$ cat src/rtl/servive_uart_arb.sv
// Arbiter for the UART TX pad: the CPU GPIO owns the line by default, and a
// hardware byte transmitter gets bounded bursts once the line has been idle.
module servive_uart_arb #(
    parameter int unsigned CLKS_PER_BIT = 139,
    parameter int unsigned IDLE_BITS    = 10,
    parameter int unsigned MAX_BURST    = 4
) (
    input  logic       i_clk,
    input  logic       i_rst_n,
    input  logic       i_gpio_q,
    input  logic [7:0] i_tx_data,
    input  logic       i_tx_valid,
    output logic       o_tx_ready,
    output logic       o_hw_active,
    output logic       o_collision,
    input  logic       i_clr_coll,
    output logic       o_uart_txd
);

    localparam int unsigned IDLE_T  = IDLE_BITS * CLKS_PER_BIT;
    localparam int unsigned IDLE_W  = $clog2(IDLE_T + 1);
    localparam int unsigned CLK_W   = $clog2(CLKS_PER_BIT + 1);
    localparam int unsigned BURST_W = $clog2(MAX_BURST + 1);

    typedef enum logic {
        CPU_OWN = 1'b0,
        SEND    = 1'b1
    } state_t;

    state_t               state;
    logic [IDLE_W-1:0]    idle_cnt;
    logic [3:0]           bit_cnt;
    logic [CLK_W-1:0]     clk_cnt;
    logic [BURST_W-1:0]   burst_cnt;
    logic [7:0]           data;

    logic idle_done;
    logic bit_last;
    logic stop_last;
    logic grant;
    logic chain;

    assign idle_done = (idle_cnt == IDLE_W'(IDLE_T));
    assign bit_last  = (clk_cnt == CLK_W'(CLKS_PER_BIT - 1));
    assign stop_last = (bit_cnt == 4'd9) && bit_last;

    // gpio must still be high in the grant cycle, so a falling CPU edge always wins
    assign grant = (state == CPU_OWN) && idle_done && i_gpio_q && i_tx_valid;
    assign chain = (state == SEND) && stop_last && i_tx_valid
                   && (burst_cnt < BURST_W'(MAX_BURST));

    assign o_tx_ready  = grant | chain;
    assign o_hw_active = (state == SEND);

    always_ff @(posedge i_clk) begin
        if (!i_rst_n) begin
            state       <= CPU_OWN;
            idle_cnt    <= '0;
            bit_cnt     <= '0;
            clk_cnt     <= '0;
            burst_cnt   <= '0;
            data        <= '0;
            o_uart_txd  <= 1'b1;
            o_collision <= 1'b0;
        end else begin
            if ((state == SEND) && !i_gpio_q) begin
                o_collision <= 1'b1;
            end else if (i_clr_coll) begin
                o_collision <= 1'b0;
            end

            case (state)
                CPU_OWN: begin
                    o_uart_txd <= i_gpio_q;
                    if (!i_gpio_q) begin
                        idle_cnt <= '0;
                    end else if (!idle_done) begin
                        idle_cnt <= idle_cnt + IDLE_W'(1);
                    end
                    if (grant) begin
                        data       <= i_tx_data;
                        burst_cnt  <= BURST_W'(1);
                        bit_cnt    <= '0;
                        clk_cnt    <= '0;
                        idle_cnt   <= '0;
                        o_uart_txd <= 1'b0;
                        state      <= SEND;
                    end
                end
                SEND: begin
                    idle_cnt <= '0;
                    if (!bit_last) begin
                        clk_cnt <= clk_cnt + CLK_W'(1);
                    end else begin
                        clk_cnt <= '0;
                        // pad register is loaded with the level of the bit about to start
                        if (bit_cnt != 4'd9) begin
                            bit_cnt    <= bit_cnt + 4'd1;
                            o_uart_txd <= (bit_cnt == 4'd8) ? 1'b1 : data[bit_cnt[2:0]];
                        end else if (chain) begin
                            data       <= i_tx_data;
                            burst_cnt  <= burst_cnt + BURST_W'(1);
                            bit_cnt    <= '0;
                            o_uart_txd <= 1'b0;
                        end else begin
                            state      <= CPU_OWN;
                            burst_cnt  <= '0;
                            bit_cnt    <= '0;
                            o_uart_txd <= i_gpio_q;
                        end
                    end
                end
                default: state <= CPU_OWN;
            endcase
        end
    end

endmodule

$ cat config.mk
export PLATFORM = sky130hd
export DESIGN_NAME = servive_uart_arb
export DESIGN_NICKNAME = d
export VERILOG_FILES = /design/src/rtl/servive_uart_arb.sv
export SDC_FILE = /design/constraint.sdc
export NUM_CORES = 1
export LEC_CHECK = 0
export ABC_CLOCK_PERIOD_IN_PS = 6000
export BUFFER_PORTS_ARGS = -buffer_cell sky130_fd_sc_hd__buf_4
export CORE_ASPECT_RATIO = 0.7
export CORE_MARGIN = 3
export CORE_UTILIZATION = 35
export CTS_BUF_LIST = sky130_fd_sc_hd__clkbuf_8 sky130_fd_sc_hd__clkbuf_16
export DETAILED_ROUTE_END_ITERATION = 12
export SETUP_SLACK_MARGIN = 0.2
export SLEW_MARGIN = 25
export SYNTH_ARGS = -nofsm -noshare
export SYNTH_HDL_FRONTEND = slang
export SYNTH_SLANG_ARGS = --single-unit
$ cat constraint.sdc
create_clock -name i_clk -period 6 [get_ports i_clk]
set_clock_uncertainty 0.2 [all_clocks]
set_input_delay 0.3 -clock i_clk [delete_from_list [all_inputs] [get_ports i_clk]]
set_output_delay 0.3 -clock i_clk [all_outputs]
set_load 0.02 [all_outputs]
==> impl_metrics.ini <==
[synthesis]
syn_area_sq_um = 1930
ys_warn_count = 0
yosysUniqueCellTypes = 51
synth_seq_cells = 37
seq_area_frac_synth_pct = 38.4
syn_inst = 220
synthFlopType = dfxtp_1
ys_async_sr_fraction_pct = 0
syn-num-nets = 238
synth_edf_count = 0
syn_area_per_cell_sq_um = 8.76

[setup_path]
crit_path_max_incr_delay_ns = 0.65
r2r_cells = 5
critPathSlowestCell = dfxtp_1
crit_chain = and4b_1 > nand2_1 > o22ai_1 > buf_4
cp-start-kind = register
end_kind = output pin
path_delay_family = flip-flops
path_class = reg -> out
crit_buf_inv = 1
critPathLaunch = o_hw_active$_SDFF_PN0_
critical_path_required_ns = 5.50
path_max_fanout = 12
r2r-end = data[4]$_SDFFE_PN0P_
r2r_start = o_hw_active$_SDFF_PN0_
arrival_ns = 1.89
reg2reg_slack_ns = 3.78

[clock_network]
cts_root_buffer = clkbuf_8
clk_pin_slew_worst_paths_ns = 0.08
clock_latency_ns = 0.30
cts_buffers = 5
cts_tree = built
cts_setup_buffers = 0
clockBufferDepth = 2
ctsHoldBuffers = 0
cts_htree_levels = 2
post_cts_resized = 0
cts.sink_count = 37

[run_status]
status = complete, no violations

[floorplan]
die_h_microns = 68.1
start_util_pct = 38.2
core_area_sq_um = 5040
pin_count = 17
row_count = 21
die_w_microns = 94.7
dieArea_sq_um = 6450

[placement]
finalWeightedCongestion = 0.816
post-place-ws_ns = 3.83
placed_cell_area_sq_um = 2090
dpl.cell_count = 298
io_buffers = 16
dpl.hpwl_microns = 3010

[drt]
num_vias = 1566
drcViolationCount = 0
first_iter_violations = 102
drt_wl_total_microns = 4180
wl_per_cell_microns = 13.7
drt-pass1-iter-count = 4
viasPerCell = 5.13
ant_nets = 0

[timing]
finalMaxSlewViolations = 0
finalCriticalPeriod_ns = 2.39
fin_tns_setup_ns = 0
timing.slew.headroom_pct = 51.0
fin_ws_ns = 3.61
finalHoldViolCount = 0
timing.final.crit_share_pct = 39.8
rsz0062_at_grt = no
holdWs_ns = 0.0396
max_freq_mhz = 419
setup_violations = 0
tightest_slew_ns = 0.734

[global_routing]
first_global_vias = 1386
antenna_found_initial = 0
grt_pass1_wl_microns = 7070
overflow = 0
grt_use_total_pct = 14.5
grt_max_degree = 24

[power_and_ir_drop]
leakage_uw = 0.000761
ir_drop_mv = 0.0647
p_per_area_nw_per_um2 = 203

[final_layout]
fin_cells = 305
regArea_sq_um = 741
fillers = 527
multiInputGateArea_sq_um = 1090
diodes = 0
nets = 254
drive_gt1_share_pct = 14.4
syn_to_final_growth_pct = 12.7
final_area_sq_um = 2170

[worst_hold_path]
hold_path_depth = 3
min_from = i_tx_data[5]
whs_endpoint = data[5]$_SDFFE_PN0P_
min_path_type = in -> reg

[flow_run]
cap_violations = 0
==> flip-flops by register name (all words and copies together) (netlist names) <==
| register | count |
|---|---|
| o_hw_active | 1 |
| bit_cnt | 4 |
| idle_cnt | 11 |
| o_uart_txd | 1 |
| data | 8 |
| clk_cnt | 8 |
| burst_cnt | 3 |
| o_collision | 1 |
==> cell usage in the layout, fill, tap and decap left out, types with 2 or more instances in the layout <==
cell type,n
dfxtp_1,37
a21oi_1,13
ha_1,5
nor3_1,5
a31oi_1,6
xor2_1,3
o22ai_1,3
a21boi_0,2
nand4_1,4
o2111ai_1,2
nand3_1,8
or4_1,2
nor3b_1,2
nand2_1,16
clkbuf_8,6
and2_1,2
inv_1,15
nor2_1,33
mux2i_1,10
or3_1,3
xnor2_1,4
and3_1,5
o21ai_0,7
or2_2,2
buf_4,16
a41o_1,2
==> Yosys cell counts, drive strengths merged (2+ instances only) <==
cell | count | area (sq um)
and4 | 2 | 18.8
a21boi | 2 | 15.0
o21ai | 7 | 35.0
nor3 | 5 | 25.0
and2 | 2 | 12.5
and3 | 6 | 38.8
inv | 14 | 52.6
nor3b | 2 | 15.0
and4bb | 2 | 28.8
nor2 | 33 | 124
o2111ai | 2 | 17.5
xor2 | 3 | 26.3
o32ai | 2 | 36.3
buf | 4 | 26.3
xnor2 | 4 | 35.0
or3 | 3 | 18.8
nand4 | 5 | 46.3
or2 | 3 | 18.8
nand3 | 9 | 57.6
nand2 | 16 | 60.1
o22ai | 3 | 18.8
dlygate4sd1 | 2 | 17.5
ha | 5 | 62.6
or4 | 2 | 15.0
a41o | 2 | 20.0
mux2i | 10 | 100
dfxtp | 37 | 741
a31oi | 6 | 37.5
a21oi | 13 | 65.1
==> power breakdown <==
| group | switching, uW | internal [uW] |
|---|---|---|
| Clock | 86.8 | 89.4 |
| Combinational | 9.70 | 8.09 |
| Sequential | 1.17 | 246 |
==> layer usage <==
metal	vias to the layer above	GRT usage, %	wire length (microns)
met1	724	21.7	2330
met2	22	18.7	1610
li1	813	-	-
met4	0	5.40	61
met5	-	0	0
met3	7	4.84	182
==> logic make-up after synthesis <==
family	Yosys count	share of synthesized area [%]
flip-flops	37	38.4
XOR/XNOR	7	3.18
AND/OR/NAND/NOR	97	28.7
buffers and inverters	21	5.19
multiplexers	11	6.36
adder cells (fa/ha/maj)	5	3.25
AO/OA/AOI/OAI	42	14.9
==> tightest hold or removal path: stages <==
cell	delay (ns)
buf_4	0.08
mux2i_1	0.05
nor2_1	0.07
==> metrics by stage <==
stage / util, % / power [uW]
CTS: 43.1 / 449
finish: 43.1 / 442
floorplan: - / 261
global placement: 41.3 / 271
global route: 43.1 / 463
detailed placement: 41.3 / 271
==> worst max-delay path by stage <==
stage               slack (ns)  cells past startpoint              endpoint
detailed placement        3.83                      5  data[6]$_SDFFE_PN0P_
CTS                       3.60                      4            o_tx_ready
global placement          3.86                      5  data[2]$_SDFFE_PN0P_
global route              3.46                      4            o_tx_ready
finish                    3.61                      4            o_tx_ready
floorplan                 4.07                      3            o_tx_ready
==> final cells by class <==
cell class	instances	share of cell area, %
well taps	69	3.97
flip-flops and latches	37	34.1
multi-input cells	162	50.0
repair buffers	16	5.53
inverters	14	2.42
clock inverters	1	0.173
clock buffers	6	3.80
Note: power is estimated with default switching activity, not from simulation.
